--- config.mk ---
export PLATFORM = sky130hd
export DESIGN_NAME = des_region_scheduler
export DESIGN_NICKNAME = d
export VERILOG_FILES = /design/src/rtl/des_sched_pkg.sv /design/src/rtl/des_sched_worker.sv /design/src/rtl/des_region_scheduler.sv
export SDC_FILE = /design/constraint.sdc
export NUM_CORES = 1
export LEC_CHECK = 0
export CAP_MARGIN = 20
export CELL_PAD_IN_SITES_DETAIL_PLACEMENT = 0
export CELL_PAD_IN_SITES_GLOBAL_PLACEMENT = 2
export CORE_MARGIN = 5
export CORE_UTILIZATION = 34
export CTS_CLUSTER_SIZE = 14
export DETAILED_ROUTE_END_ITERATION = 16
export PLACE_DENSITY_LB_ADDON = 0.12
export SLEW_MARGIN = 15
export SYNTH_ARGS = -nofsm -noshare
export SYNTH_HDL_FRONTEND = slang
export SYNTH_HIERARCHICAL = 1
export SYNTH_SLANG_ARGS = --single-unit
--- constraint.sdc ---
create_clock -name clk -period 6.9 [get_ports clk]
set_input_delay 0.69 -clock clk [delete_from_list [all_inputs] [get_ports clk]]
set_output_delay 0.69 -clock clk [all_outputs]
set_load 0.05 [all_outputs]
--- src/rtl/des_sched_pkg.sv ---
// Shared widths and state encodings for the DES region scheduler and its worker slices.
package des_sched_pkg;

    localparam int REGION_W = 4;
    localparam int CNT_W    = 10;

    typedef enum logic [2:0] {
        W_IDLE,
        W_CLR,
        W_RUN,
        W_DRAIN,
        W_HOLD
    } worker_state_t;

    typedef enum logic [1:0] {
        T_IDLE,
        T_RUN,
        T_DONE
    } top_state_t;

endpackage

--- src/rtl/des_sched_worker.sv ---
// One worker slice: owns a region through clear, timed run, drain and hold-for-collection.
module des_sched_worker
    import des_sched_pkg::*;
#(
    parameter int RUN_CYCLES = 1024
) (
    input  logic                clk,
    input  logic                rst_n,
    input  logic                i_kill,
    input  logic                i_dispatch,
    input  logic [REGION_W-1:0] i_region,
    input  logic                i_collect,
    input  logic                i_valid,
    output logic                o_idle,
    output logic                o_hold,
    output logic                o_clear,
    output logic                o_start,
    output logic [REGION_W-1:0] o_region
);

    localparam int              RC_W     = (RUN_CYCLES > 1) ? $clog2(RUN_CYCLES) : 1;
    localparam logic [RC_W-1:0] RUN_LAST = RC_W'(RUN_CYCLES - 1);

    worker_state_t       r_state;
    worker_state_t       w_next;
    logic [RC_W-1:0]     r_run_cnt;
    logic [REGION_W-1:0] r_region;

    // NOTE: state registers use non-blocking assignment so every flop samples pre-edge values.
    always_ff @(posedge clk) begin
        if (!rst_n) begin
            r_state   <= W_IDLE;
            r_run_cnt <= '0;
            r_region  <= '0;
        end else begin
            r_state   <= w_next;
            r_run_cnt <= (r_state == W_RUN && w_next == W_RUN) ? r_run_cnt + RC_W'(1) : '0;
            if (i_dispatch) r_region <= i_region;
        end
    end

    // NOTE: w_next gets its default before the case so no path leaves it unassigned (no latch).
    always_comb begin
        w_next = r_state;
        if (i_kill) begin
            w_next = W_IDLE;
        end else begin
            case (r_state)
                W_IDLE:  if (i_dispatch) w_next = W_CLR;
                W_CLR:   w_next = W_RUN;
                W_RUN:   if (r_run_cnt == RUN_LAST) w_next = W_DRAIN;
                W_DRAIN: if (i_valid) w_next = W_HOLD;
                W_HOLD:  if (i_collect) w_next = W_IDLE;
                default: w_next = W_IDLE;
            endcase
        end
    end

    assign o_idle   = (r_state == W_IDLE);
    assign o_hold   = (r_state == W_HOLD);
    assign o_clear  = (r_state == W_CLR);
    assign o_start  = (r_state == W_RUN);
    assign o_region = r_region;

endmodule

--- src/rtl/des_region_scheduler.sv ---
// Campaign controller: dispatches regions to a des_block pool, collects and sums their counters.
// Optional per-region result log enabled by defining DES_SCHED_LOG_EN.
module des_region_scheduler
    import des_sched_pkg::*;
#(
    parameter int NUM_WORKERS = 2,
    parameter int NUM_REGIONS = 16,
    parameter int RUN_CYCLES  = 1024,
    parameter int ACC_W       = 14
) (
    input  logic                            clk,
    input  logic                            rst_n,
    input  logic                            go,
    input  logic                            abort,
    output logic                            busy,
    output logic                            done,
    output logic [ACC_W-1:0]                total_count,
    output logic [4:0]                      regions_done,
    output logic [NUM_WORKERS-1:0]          w_rst_n,
    output logic [NUM_WORKERS-1:0]          w_start,
    output logic [REGION_W*NUM_WORKERS-1:0] w_region,
    input  logic [NUM_WORKERS-1:0]          w_valid,
    input  logic [CNT_W*NUM_WORKERS-1:0]    w_counter
`ifdef DES_SCHED_LOG_EN
    ,
    input  logic [REGION_W-1:0]             log_addr,
    output logic [CNT_W-1:0]                log_data
`endif
);

    localparam int               SUM_W      = ((ACC_W > CNT_W) ? ACC_W : CNT_W) + 1;
    localparam logic [ACC_W-1:0] ACC_MAX    = '1;
    localparam logic [4:0]       REGION_END = 5'(NUM_REGIONS);

    top_state_t             r_state;
    top_state_t             w_next_state;
    logic [4:0]             r_next_region;
    logic [ACC_W-1:0]       r_total;
    logic [4:0]             r_regions_done;

    logic [NUM_WORKERS-1:0] w_idle;
    logic [NUM_WORKERS-1:0] w_hold;
    logic [NUM_WORKERS-1:0] w_clear;
    logic [NUM_WORKERS-1:0] w_disp_oh;
    logic [NUM_WORKERS-1:0] w_coll_oh;
    logic                   w_run;
    logic                   w_kill;
    logic                   w_accept_go;
    logic                   w_can_dispatch;
    logic                   w_collect;
    logic                   w_last_collect;
    logic [CNT_W-1:0]       w_coll_cnt;
    logic [SUM_W-1:0]       w_sum;
    logic [ACC_W-1:0]       w_total_next;

    assign w_run          = (r_state == T_RUN);
    assign w_kill         = w_run && abort;
    assign w_accept_go    = (r_state != T_RUN) && go && !abort;
    assign w_can_dispatch = w_run && !abort && (r_next_region < REGION_END);

    // x & -x isolates the lowest set bit: lowest-index idle/holding worker wins.
    assign w_disp_oh      = w_can_dispatch ? (w_idle & (~w_idle + NUM_WORKERS'(1))) : '0;
    assign w_coll_oh      = (w_run && !abort) ? (w_hold & (~w_hold + NUM_WORKERS'(1))) : '0;
    assign w_collect      = |w_coll_oh;
    assign w_last_collect = w_collect && (r_regions_done + 5'd1 == REGION_END);

    always_comb begin
        w_coll_cnt = '0;
        for (int i = 0; i < NUM_WORKERS; i++) begin
            if (w_coll_oh[i]) w_coll_cnt = w_counter[CNT_W*i +: CNT_W];
        end
    end

    assign w_sum        = SUM_W'(r_total) + SUM_W'(w_coll_cnt);
    assign w_total_next = (w_sum > SUM_W'(ACC_MAX)) ? ACC_MAX : w_sum[ACC_W-1:0];

    always_comb begin
        w_next_state = r_state;
        case (r_state)
            T_IDLE, T_DONE: if (w_accept_go) w_next_state = T_RUN;
            T_RUN: begin
                if (abort)               w_next_state = T_IDLE;
                else if (w_last_collect) w_next_state = T_DONE;
            end
            default: w_next_state = T_IDLE;
        endcase
    end

    always_ff @(posedge clk) begin
        if (!rst_n) begin
            r_state        <= T_IDLE;
            r_next_region  <= '0;
            r_total        <= '0;
            r_regions_done <= '0;
        end else begin
            r_state <= w_next_state;
            if (w_accept_go) begin
                r_next_region  <= '0;
                r_total        <= '0;
                r_regions_done <= '0;
            end else begin
                if (|w_disp_oh) r_next_region <= r_next_region + 5'd1;
                if (w_collect) begin
                    r_total        <= w_total_next;
                    r_regions_done <= r_regions_done + 5'd1;
                end
            end
        end
    end

    for (genvar g = 0; g < NUM_WORKERS; g++) begin : g_worker
        des_sched_worker #(
            .RUN_CYCLES (RUN_CYCLES)
        ) u_worker (
            .clk        (clk),
            .rst_n      (rst_n),
            .i_kill     (w_kill),
            .i_dispatch (w_disp_oh[g]),
            .i_region   (r_next_region[REGION_W-1:0]),
            .i_collect  (w_coll_oh[g]),
            .i_valid    (w_valid[g]),
            .o_idle     (w_idle[g]),
            .o_hold     (w_hold[g]),
            .o_clear    (w_clear[g]),
            .o_start    (w_start[g]),
            .o_region   (w_region[REGION_W*g +: REGION_W])
        );
    end

    assign w_rst_n      = {NUM_WORKERS{rst_n}} & ~w_clear;
    assign busy         = w_run;
    assign done         = (r_state == T_DONE);
    assign total_count  = r_total;
    assign regions_done = r_regions_done;

`ifdef DES_SCHED_LOG_EN
    localparam int LOG_DEPTH = 1 << REGION_W;

    logic [REGION_W-1:0] w_coll_region;
    logic [CNT_W-1:0]    r_log_mem [LOG_DEPTH];
    logic [CNT_W-1:0]    r_log_data;

    always_comb begin
        w_coll_region = '0;
        for (int i = 0; i < NUM_WORKERS; i++) begin
            if (w_coll_oh[i]) w_coll_region = w_region[REGION_W*i +: REGION_W];
        end
    end

    // NOTE: the log must read as zero after reset or go, so it is a cleared flop array, not a RAM macro.
    always_ff @(posedge clk) begin
        if (!rst_n || w_accept_go) begin
            for (int i = 0; i < LOG_DEPTH; i++) r_log_mem[i] <= '0;
        end else if (w_collect) begin
            r_log_mem[w_coll_region] <= w_coll_cnt;
        end
        if (!rst_n) r_log_data <= '0;
        else        r_log_data <= r_log_mem[log_addr];
    end

    assign log_data = r_log_data;
`endif

endmodule
==> metrics.txt <==
fin cells 518; Worst Tran Pin Value 975 ps; initial detailed-routing violation count 81; Internal 0.000526 W; Post-synth EDFFs 0; Worst VDD drop 0.0000772 V; synth warn 6; final WL 7.68 mm; Clock Tree Root clkbuf_8; 1st-pass router iterations 4; Seq/Total Area, Yosys 38.1%; DRC viols 0; largest net degree at the start of global routing 21; port bufs 58; Setup crit start kind input pin; Clk Latency, worst-skew pair 340 ps; Placed Cells 502; Layout area overhead 28.8%; Clock H-tree levels 3; Resized Gates After CTS 0; Setup-failing EPs final 0; Setup CP Type input pin to flop; CTS tree built; Vias/cell 5.19; Routed WL per cell 14.8 um; Vias 2687; fmax 276 MHz; Tcrit/Tclk final 52.5%; synth unique cells 51; min-delay worst type flop to flop; Antenna Cells 0; combinational power share 5.4%; final hold slack 495 ps; commonest non-fill, non-tap cell in the layout dfxtp_1; CTS buffer count 9; Synth Area per Inst 9.30 um^2; clk sinks 60; Synth Register Bits 60; Max Fanout on Critical Path 11; vias in the first global route 2642; Die Y 106 um; skew final 7.23 ps; Routed Antenna Nets 0; clock group share of total power 43.9%; setup_tns 0 ps; Post-Syn Instances 339; CTS Hold Bufs 0; Post-synth ARST share 0%; FP Rows 35; Req. time, crit path 7180 ps; P per Cell Area 169 mW/mm^2; num ports 59; Reg power frac 50.7%; grt total ovfl 0; Die Wd 106 um; Worst EP arrival 3900 ps; syn nets 382; cell area after synthesis 0.00315 mm^2; min Tclk post-route 3620 ps; die area 0.0113 mm^2; Max Slew Vio Count 0; ys flop type dfxtp_1; first-pass GRT wire length 12.8 mm; Tot GR Track Use 14.1%; initial antenna violation count 0; Post-CTS Setup Bufs 0; most frequent cells in the layout dfxtp_1, clkdlybuf4s50_1, nand2_1; endpoints failing hold 0; Lkg Pwr 1.49 nW; CP endpoint kind flop; core region area 0.00915 mm^2; final net count 445; switching share of power 23.4%; proportion of layout cells with a drive suffix above 1 6.63%; Placer Congestion 0.809; RSZ-0062 raised after global routing false; status completed; Final HPWL DP 5.54 mm; Clock Pin Slew Worst Setup and Hold Paths 70 ps; clk buf depth 2; worst rel slew slack 34.5%; Initial Utilization 34.5%; net load switching power 0.000160 W; max-cap viol count 0
==> Yosys cell counts, types with 2 or more instances <==
library cell	number	area, um^2
clkbuf_1	5	18.8
or3b_1	2	17.5
a2bb2oi_1	2	17.5
nor2_1	19	71.3
o31ai_1	2	15.0
buf_2	2	10.0
and2_1	6	37.5
o21a_1	3	22.5
a31oi_1	2	12.5
a211oi_1	9	67.6
xnor2_1	10	87.6
a21o_1	2	15.0
ha_1	16	200
nand2b_1	5	31.3
inv_1	10	37.5
a21oi_1	11	55.1
or3_1	8	50.1
a22o_1	10	87.6
nand3_1	13	65.1
xor2_1	13	114
mux2i_1	12	120
nand4_1	8	50.1
nor4b_1	3	26.3
nand2_1	24	90.1
or4_1	4	30.0
nor3_1	14	70.1
o221a_1	10	113
nor3b_1	8	60.1
o21ai_0	10	50.1
dfxtp_1	60	1200
nor2b_1	16	100
==> layout make-up <==
type	instances	area, um^2
clock buffer	13	169
clock inverter	3	20.0
fill	920	5090
inverter	10	37.5
multi-input combinational	261	1900
sequential	60	1200
tap	111	139
timing repair buffer	60	596
==> worst paths after layout <==
check	end	cells after the start	slack, ps	from
max	total_count[7]$_SDFFE_PP0P_	11	3280	abort
min	g_worker[1].u_worker/r_run_cnt[0]$_SDFF_PN0_	1	500	g_worker[1].u_worker/r_run_cnt[0]$_SDFF_PN0_
max reg2reg	total_count[7]$_SDFFE_PP0P_	12	3600	g_worker[0].u_worker/r_state[1]$_SDFF_PN0_
min reg2reg	g_worker[1].u_worker/r_run_cnt[0]$_SDFF_PN0_	1	500	g_worker[1].u_worker/r_run_cnt[0]$_SDFF_PN0_
==> layer usage <==
metal	routed length, um	track usage [%]
met2	3500	22.4
met3	238	3.64
met5	0	0
met4	110	5.00
met1	3830	18.6
==> metrics by stage <==
stage                     power, W  cell area, um^2  setup slack, ps  util, %
after CTS                 0.000701             4060             3260     44.4
after global routing      0.000719             4060             3040     44.4
after floorplan           0.000371             3150             4120        -
final                     0.000686             4060             3280     44.4
after global placement    0.000393             3860             2590     42.2
after detailed placement  0.000393             3870             2900     42.3
==> critical path: stages <==
cell,delay [ps]
clkdlybuf4s50_1,600
nor4b_4,760
a22o_1,230
ha_1,200
fa_1,220
nand3_1,120
a211oi_2,220
nor3_2,80
nand3b_4,170
o21ai_4,340
o221a_1,240
==> cell families (layout without fill, tap and decap cells) <==
group,Yosys count,count (layout),synth area share [%]
muxes,12,12,3.81
buffers and inverters,18,86,2.34
AOI/OAI and AO/OA,73,73,18.2
adders and majority gates,17,17,6.98
DFF,60,60,38.1
xor gates and xnor gates,23,23,6.39
and+or+nand+nor,136,136,24.2
==> registers in the layout, summed over array words and instances, names as in the netlist <==
signal and cells:
total_count 14, g_worker.u_worker/r_state 6, r_next_region 5, regions_done 5, g_worker.u_worker/o_region 8, r_state 2
g_worker.u_worker/r_run_cnt 20
==> power by group through the flow <==
| stage | combinational [W] | clock, W | sequential (W) |
|---|---|---|---|
| after global placement | 0.0000373 | 0 | 0.000356 |
| final | 0.0000369 | 0.000301 | 0.000348 |
| after CTS | 0.0000373 | 0.000315 | 0.000348 |
| after floorplan | 0.0000151 | 0 | 0.000356 |
| after detailed placement | 0.0000373 | 0 | 0.000356 |
| after global routing | 0.0000398 | 0.000331 | 0.000348 |
Power figures use the tool's default switching activity.
